**config.mk**
```make
export PLATFORM = sky130hd
export DESIGN_NAME = bit_collector_6_flat
export DESIGN_NICKNAME = d
export VERILOG_FILES = /design/src/rtl/bit_collector_pkg.sv /design/src/rtl/bit_collector_6_if.sv /design/src/rtl/bit_collector_out_reg.sv /design/src/rtl/bit_collector_6.sv /design/src/flat_wrapper.sv
export SDC_FILE = /design/constraint.sdc
export NUM_CORES = 1
export LEC_CHECK = 0
export ABC_AREA = 1
export BUFFER_PORTS_ARGS = -buffer_cell sky130_fd_sc_hd__buf_2
export CORE_MARGIN = 5
export CORE_UTILIZATION = 50
export CTS_BUF_LIST = sky130_fd_sc_hd__clkbuf_4 sky130_fd_sc_hd__clkbuf_8 sky130_fd_sc_hd__clkbuf_16
export DETAILED_ROUTE_END_ITERATION = 7
export PLACE_DENSITY = 0.81
export SYNTH_ARGS = -nofsm -noshare
export SYNTH_HDL_FRONTEND = slang
export SYNTH_SLANG_ARGS = --single-unit
```
**constraint.sdc**
```tcl
create_clock -name clk -period 2.7 [get_ports clk]
set_input_delay 0.54 -clock clk [delete_from_list [all_inputs] [get_ports clk]]
set_output_delay 0.54 -clock clk [all_outputs]
set_load 0.05 [all_outputs]
```
**src/rtl/bit_collector_pkg.sv**
```systemverilog
// Shared types and defaults for the 6-way bit collector.
// Imported by the interface, the output register and the top.
package bit_collector_pkg;

  localparam int N_DEF     = 6;
  localparam int SEL_W_DEF = 3;

  localparam logic [N_DEF-1:0] MASK_FULL = '1;

  typedef enum logic [1:0] {
    IDLE,
    COLLECT,
    FULL_WAIT
  } state_t;

endpackage

```
**src/rtl/bit_collector_6_if.sv**
```systemverilog
// Write-side and word-side handshake bundle for the bit collector.
// master drives writes and consumes words; slave is the collector.
interface bit_collector_6_if
  import bit_collector_pkg::*;
#(
  parameter int N     = N_DEF,
  parameter int SEL_W = SEL_W_DEF
);

  logic             in_valid;
  logic             in_ready;
  logic [SEL_W-1:0] in_sel;
  logic             in_bit;
  logic             out_valid;
  logic             out_ready;
  logic [N-1:0]     out_word;

  modport master (
    output in_valid,
    output in_sel,
    output in_bit,
    output out_ready,
    input  in_ready,
    input  out_valid,
    input  out_word
  );

  modport slave (
    input  in_valid,
    input  in_sel,
    input  in_bit,
    input  out_ready,
    output in_ready,
    output out_valid,
    output out_word
  );

endinterface

```
**src/rtl/bit_collector_out_reg.sv**
```systemverilog
// Output holding register with valid/ready for the bit collector.
// free is high when a load this cycle cannot overwrite an unread word.
module bit_collector_out_reg
  import bit_collector_pkg::*;
#(
  parameter int N = N_DEF
) (
  input  logic         clk,
  input  logic         rst,
  input  logic         load,
  input  logic [N-1:0] d,
  input  logic         ready,
  output logic         valid,
  output logic [N-1:0] word,
  output logic         free
);

  assign free = !valid || ready;

  always_ff @(posedge clk) begin
    if (rst) begin
      valid <= 1'b0;
      word  <= '0;
    end else if (load) begin
      valid <= 1'b1;
      word  <= d;
    end else if (valid && ready) begin
      valid <= 1'b0;
    end
  end

endmodule

```
**src/rtl/bit_collector_6.sv**
```systemverilog
// Collects addressed single-bit writes into an N-bit word and
// hands the completed word to a valid/ready consumer.
module bit_collector_6
  import bit_collector_pkg::*;
#(
  parameter int N     = N_DEF,
  parameter int SEL_W = SEL_W_DEF
) (
  input  logic         clk,
  input  logic         rst,
  bit_collector_6_if.slave bus,
  input  logic         clear,
  output logic         sel_err,
  output logic         busy
);

  state_t state, state_n;

  logic [SEL_W-1:0] sel;
  logic [N-1:0]     acc, acc_n;
  logic [N-1:0]     mask, mask_n;
  logic [N-1:0]     bit_m, acc_w, mask_w;
  logic [N-1:0]     load_word;
  logic             accept, sel_ok, done;
  logic             free, load, drain;

  assign sel    = bus.in_sel;
  assign sel_ok = 32'(sel) < N;
  assign bit_m  = sel_ok ? (N'(1) << sel) : '0;
  assign acc_w  = (acc & ~bit_m) | (bus.in_bit ? bit_m : '0);
  assign mask_w = mask | bit_m;

  assign bus.in_ready = !rst && !clear && (state != FULL_WAIT);
  assign accept = bus.in_valid && bus.in_ready;
  assign done   = accept && sel_ok && (&mask_w);
  assign drain  = bus.out_valid && bus.out_ready;
  assign busy   = (state != IDLE);

  always_comb begin
    state_n   = state;
    acc_n     = acc;
    mask_n    = mask;
    load      = 1'b0;
    load_word = acc;
    if (clear) begin
      state_n = IDLE;
      acc_n   = '0;
      mask_n  = '0;
    end else begin
      unique case (state)
        IDLE, COLLECT: begin
          if (done && free) begin
            load      = 1'b1;
            load_word = acc_w;
            acc_n     = '0;
            mask_n    = '0;
            state_n   = IDLE;
          end else if (done) begin
            acc_n   = acc_w;
            mask_n  = mask_w;
            state_n = FULL_WAIT;
          end else if (accept && sel_ok) begin
            acc_n   = acc_w;
            mask_n  = mask_w;
            state_n = COLLECT;
          end
        end
        FULL_WAIT: begin
          // the parked word moves up as the old one drains
          if (drain) begin
            load    = 1'b1;
            acc_n   = '0;
            mask_n  = '0;
            state_n = IDLE;
          end
        end
        default: state_n = IDLE;
      endcase
    end
  end

  always_ff @(posedge clk) begin
    if (rst) begin
      state   <= IDLE;
      acc     <= '0;
      mask    <= '0;
      sel_err <= 1'b0;
    end else begin
      state   <= state_n;
      acc     <= acc_n;
      mask    <= mask_n;
      sel_err <= accept && !sel_ok;
    end
  end

  bit_collector_out_reg #(.N(N)) u_out (
    .clk   (clk),
    .rst   (rst),
    .load  (load),
    .d     (load_word),
    .ready (bus.out_ready),
    .valid (bus.out_valid),
    .word  (bus.out_word),
    .free  (free)
  );

endmodule

```
**src/flat_wrapper.sv**
```systemverilog
// flat-port wrapper written by rule: the top's interface ports become plain ports
module bit_collector_6_flat import bit_collector_pkg::*;
#(
  parameter int N     = N_DEF,
  parameter int SEL_W = SEL_W_DEF
)
  (clk, rst, clear, sel_err, busy, bus_in_valid, bus_in_sel, bus_in_bit, bus_out_ready, bus_in_ready, bus_out_valid, bus_out_word);
  bit_collector_6_if #(.N(N), .SEL_W(SEL_W)) bus_i ();
  input  logic clk;
  input  logic rst;
  input  logic clear;
  output logic sel_err;
  output logic busy;
  input wire logic [$bits(bus_i.in_valid)-1:0] bus_in_valid;
  input wire logic [$bits(bus_i.in_sel)-1:0] bus_in_sel;
  input wire logic [$bits(bus_i.in_bit)-1:0] bus_in_bit;
  input wire logic [$bits(bus_i.out_ready)-1:0] bus_out_ready;
  output wire logic [$bits(bus_i.in_ready)-1:0] bus_in_ready;
  output wire logic [$bits(bus_i.out_valid)-1:0] bus_out_valid;
  output wire logic [$bits(bus_i.out_word)-1:0] bus_out_word;
  assign bus_i.in_valid = bus_in_valid;
  assign bus_i.in_sel = bus_in_sel;
  assign bus_i.in_bit = bus_in_bit;
  assign bus_i.out_ready = bus_out_ready;
  assign bus_in_ready = bus_i.in_ready;
  assign bus_out_valid = bus_i.out_valid;
  assign bus_out_word = bus_i.out_word;
  bit_collector_6 #(.N(N), .SEL_W(SEL_W)) u_core (.clk(clk), .rst(rst), .bus(bus_i), .clear(clear), .sel_err(sel_err), .busy(busy));
endmodule
```
==> key figures <==
Run status
  – Outcome: finished, final reports clean

Synthesis
  – Largest family of logic cells by synthesized area: simple AND/OR/NAND/NOR gates
  – Syn. warnings: 0
  – Mean Syn Cell Area: 6.256 µm²
  – Post-Syn Area: 1439 µm²
  – Post-synthesis compound-gate area fraction: 9.304%
  – Yosys cell types: 24
  – Proportion of synthesized area in mux cells: 0%
  – Mapped Cells: 230
  – Syn_nets: 239
  – Post-Synth Simple-Gate Area: 45.39%
  – Register area share after synthesis: 30.61%
  – #FFs+latches synth: 22
  – Post-Synth Adder-Cell Area: 0%
  – Post-Synth XOR/XNOR Area: 0%

Timing
  – Skew final: 5.858 ps
  – RSZ-0062 raised after global routing: false
  – Fin crit share: 76.93%
  – Final Hold Viols: 0
  – Max frequency: 0.4814 GHz
  – Fin. max-slew vios: 0
  – Worst slew pin tran: 512.7 ps
  – Min Hold Slack: 467.5 ps
  – Rel. slew slack: 65.61%
  – Setup Viol. Count Final: 0
  – Crit path time final: 2077 ps
  – Final worst slack: 622.8 ps
  – Setup TNS: 0 ps

CTS
  – # clock sinks: 22
  – Bufs on Longest Clock Path: 2
  – CTS Buf Count: 3
  – Reg clk slew, reported paths: 120 ps
  – CTS tree: yes
  – Root buf cell: clkbuf_4
  – Hold_buf cts: 0
  – Post-CTS Resized: 0
  – Worst skew pair latency: 320 ps
  – Post-CTS setup buffer count: 0
  – CTS HTree Levels: 1

Routing
  – Iter 0 DRT Violations: 87
  – Vias: 1376
  – Final WL: 2.851 mm
  – DRC: 0
  – WL/cell: 10.33 µm
  – ANT nets after route: 0
  – Pre-antenna DRT Iters: 4
  – Drt via density: 4.986

Layout
  – N_diodes: 0
  – Proportion of layout cells with a drive suffix above 1: 15.51%
  – Final instance area: 1550 µm²
  – P&R area growth vs syn: 7.739%
  – Fillers: 300
  – Nets: 255

Setup path
  – Worst reg-to-reg path cell count: 10
  – R2R Path End: u_core.acc[1]
  – Crit path launch type: input port
  – Slowest CP cell: buf_2
  – Class of the most critical setup path: input port to primary output
  – Crit-path most repeated cell: buf_2
  – Arrival time worst endpoint: 1540 ps
  – Required @ worst endpoint: 2160 ps
  – Crit-path max FO: 15
  – Worst R2R Setup Slack: 740 ps
  – Worst setup EP type: primary output
  – Critical Path, Cell by Cell: buf_2 -> nor2_8 -> inv_1 -> a21oi_1 -> buf_2
  – Crit-path max cell delay: 300 ps
  – Reg-to-Reg Start: u_core.state[0]

Run
  – Max cap viols: 0

GRT
  – Total congestion overflow: 0
  – Initial antenna violation count: 0
  – Largest net degree at the start of global routing: 18
  – First-pass GRT wire length: 5.188 mm
  – Gr usage total: 15.54%
  – Vias in the first global route: 1224

Placed design
  – GPL Wtd Cong: 0.8467
  – Placed cell area: 1514 µm²
  – Post-Place Setup Slack: 543.6 ps
  – Port bufs: 18
  – HPWL Detailed: 2.218 mm

Min path
  – Hold Crit Class: input port to flop
  – Worst hold path startpoint: bus_in_valid
  – Worst Hold Path Cells: 3
  – Hold Path Sink: u_core.sel_err

Floorplan
  – Std-Cell Rows: 19
  – Die width: 63.65 µm
  – Initial core utilization: 52.18%
  – # IOs: 19
  – Full die area: 4051 µm²
  – Die H: 63.65 µm
  – Placeable Area: 2758 µm²

Pwr
  – Maximum vdd drop: 0.3102 mV
  – Pwr/cell area: 382.2 nW/µm²
  – Leakage: 0.7962 nW
through the flow:
step / power (mW) / utilization, % / std cells
after floorplan: 0.3952 / - / 230
after global placement: 0.4127 / 54.90 / 272
after detailed placement: 0.4133 / 54.90 / 272
after CTS: 0.6012 / 56.22 / 276
after global routing: 0.6248 / 56.22 / 276
final: 0.5925 / 56.22 / 276
report_power, final:
part / internal, mW / leakage [nW] / switching, mW
combinational: 0.0251 / 0.598 / 0.0515
clock: 0.0826 / 0.0210 / 0.103
sequential: 0.328 / 0.178 / 0.00149
total: 0.436 / 0.796 / 0.156
cells by family (layout without fill, tap and decap cells):
| kind of cell | Yosys count | count (layout) |
|---|---|---|
| and+or+nand+nor | 133 | 133 |
| buffers and inverters | 49 | 64 |
| AOI/OAI and AO/OA | 26 | 26 |
| DFF | 22 | 22 |
how the worst max path moves through the flow:
stage	start	end	slack (ps)	cells past startpoint
floorplan	rst	bus_in_ready	510	4
global placement	rst	u_core.mask[1]	600	9
detailed placement	rst	u_core.acc[1]	540	10
CTS	rst	bus_in_ready	620	5
global route	u_core.state[0]	u_core.acc[1]	490	10
finish	rst	bus_in_ready	620	5
placed cells by master (no fill, tap or decap), drive strengths merged:
master	netlist	routed
a31oi	1	1
o21a	1	1
a21oi	18	18
clkbuf	0	4
buf	7	18
dfxtp	22	22
nand4	3	3
o21ai	6	6
clkinv	1	1
nand3	29	29
nand2	69	69
inv	41	41
nor2	32	32
worst max-delay path: cells and delay by family:
family / cells / cell delay (ps)
buf+inv: 3 / 560
simple gates: 1 / 260
compound gates: 1 / 180
synthesized netlist by cell type:
cell type  number  share of area (%)
nand3_4         3                3.7
o21ai_0         6                2.1
nand4_4         1                1.5
nand2_2         3                1.3
buf_2           1               0.35
nand3_1        26                9.0
nand2_1        65                 17
inv_1          39                 10
o21a_1          1               0.52
a21oi_1        18                6.3
nor2_8          1                1.4
buf_1           3               0.78
inv_2           2               0.52
a31oi_1         1               0.44
nor2_2          2               0.87
nand4_1         1               0.44
buf_8           1                1.0
buf_6           2                1.6
dfxtp_1        22                 31
nor2_1         27                7.0
nand2_4         1               0.78
clkinv_1        1               0.26
nor2_4          2                1.6
nand4_2         1               0.87
layout make-up:
type | count | area (µm²) | area share (%)
timing repair buffer | 18 | 90.09 | 5.811
tap | 31 | 38.79 | 2.502
multi-input combinational | 159 | 787.0 | 50.77
clock buffer | 4 | 36.28 | 2.341
sequential | 22 | 440.4 | 28.41
inverter | 42 | 157.7 | 10.17
layer usage:
metal / share of wire (%) / track usage [%] / up-vias
met5: 0 / 0 / -
met4: 1.3 / 3.896 / 0
met3: 6.1 / 4.440 / 5
met2: 46 / 25.38 / 27
met1: 46 / 19.94 / 606
li1: - / - / 738
flip-flops by register name, indices dropped and copies added, names as in the netlist:
signal	cells
u_core.u_out.word	6
u_core.state	2
u_core.acc	6
u_core.mask	6
u_core.u_out.valid	1
u_core.sel_err	1
(Power assumes the default switching activity.)
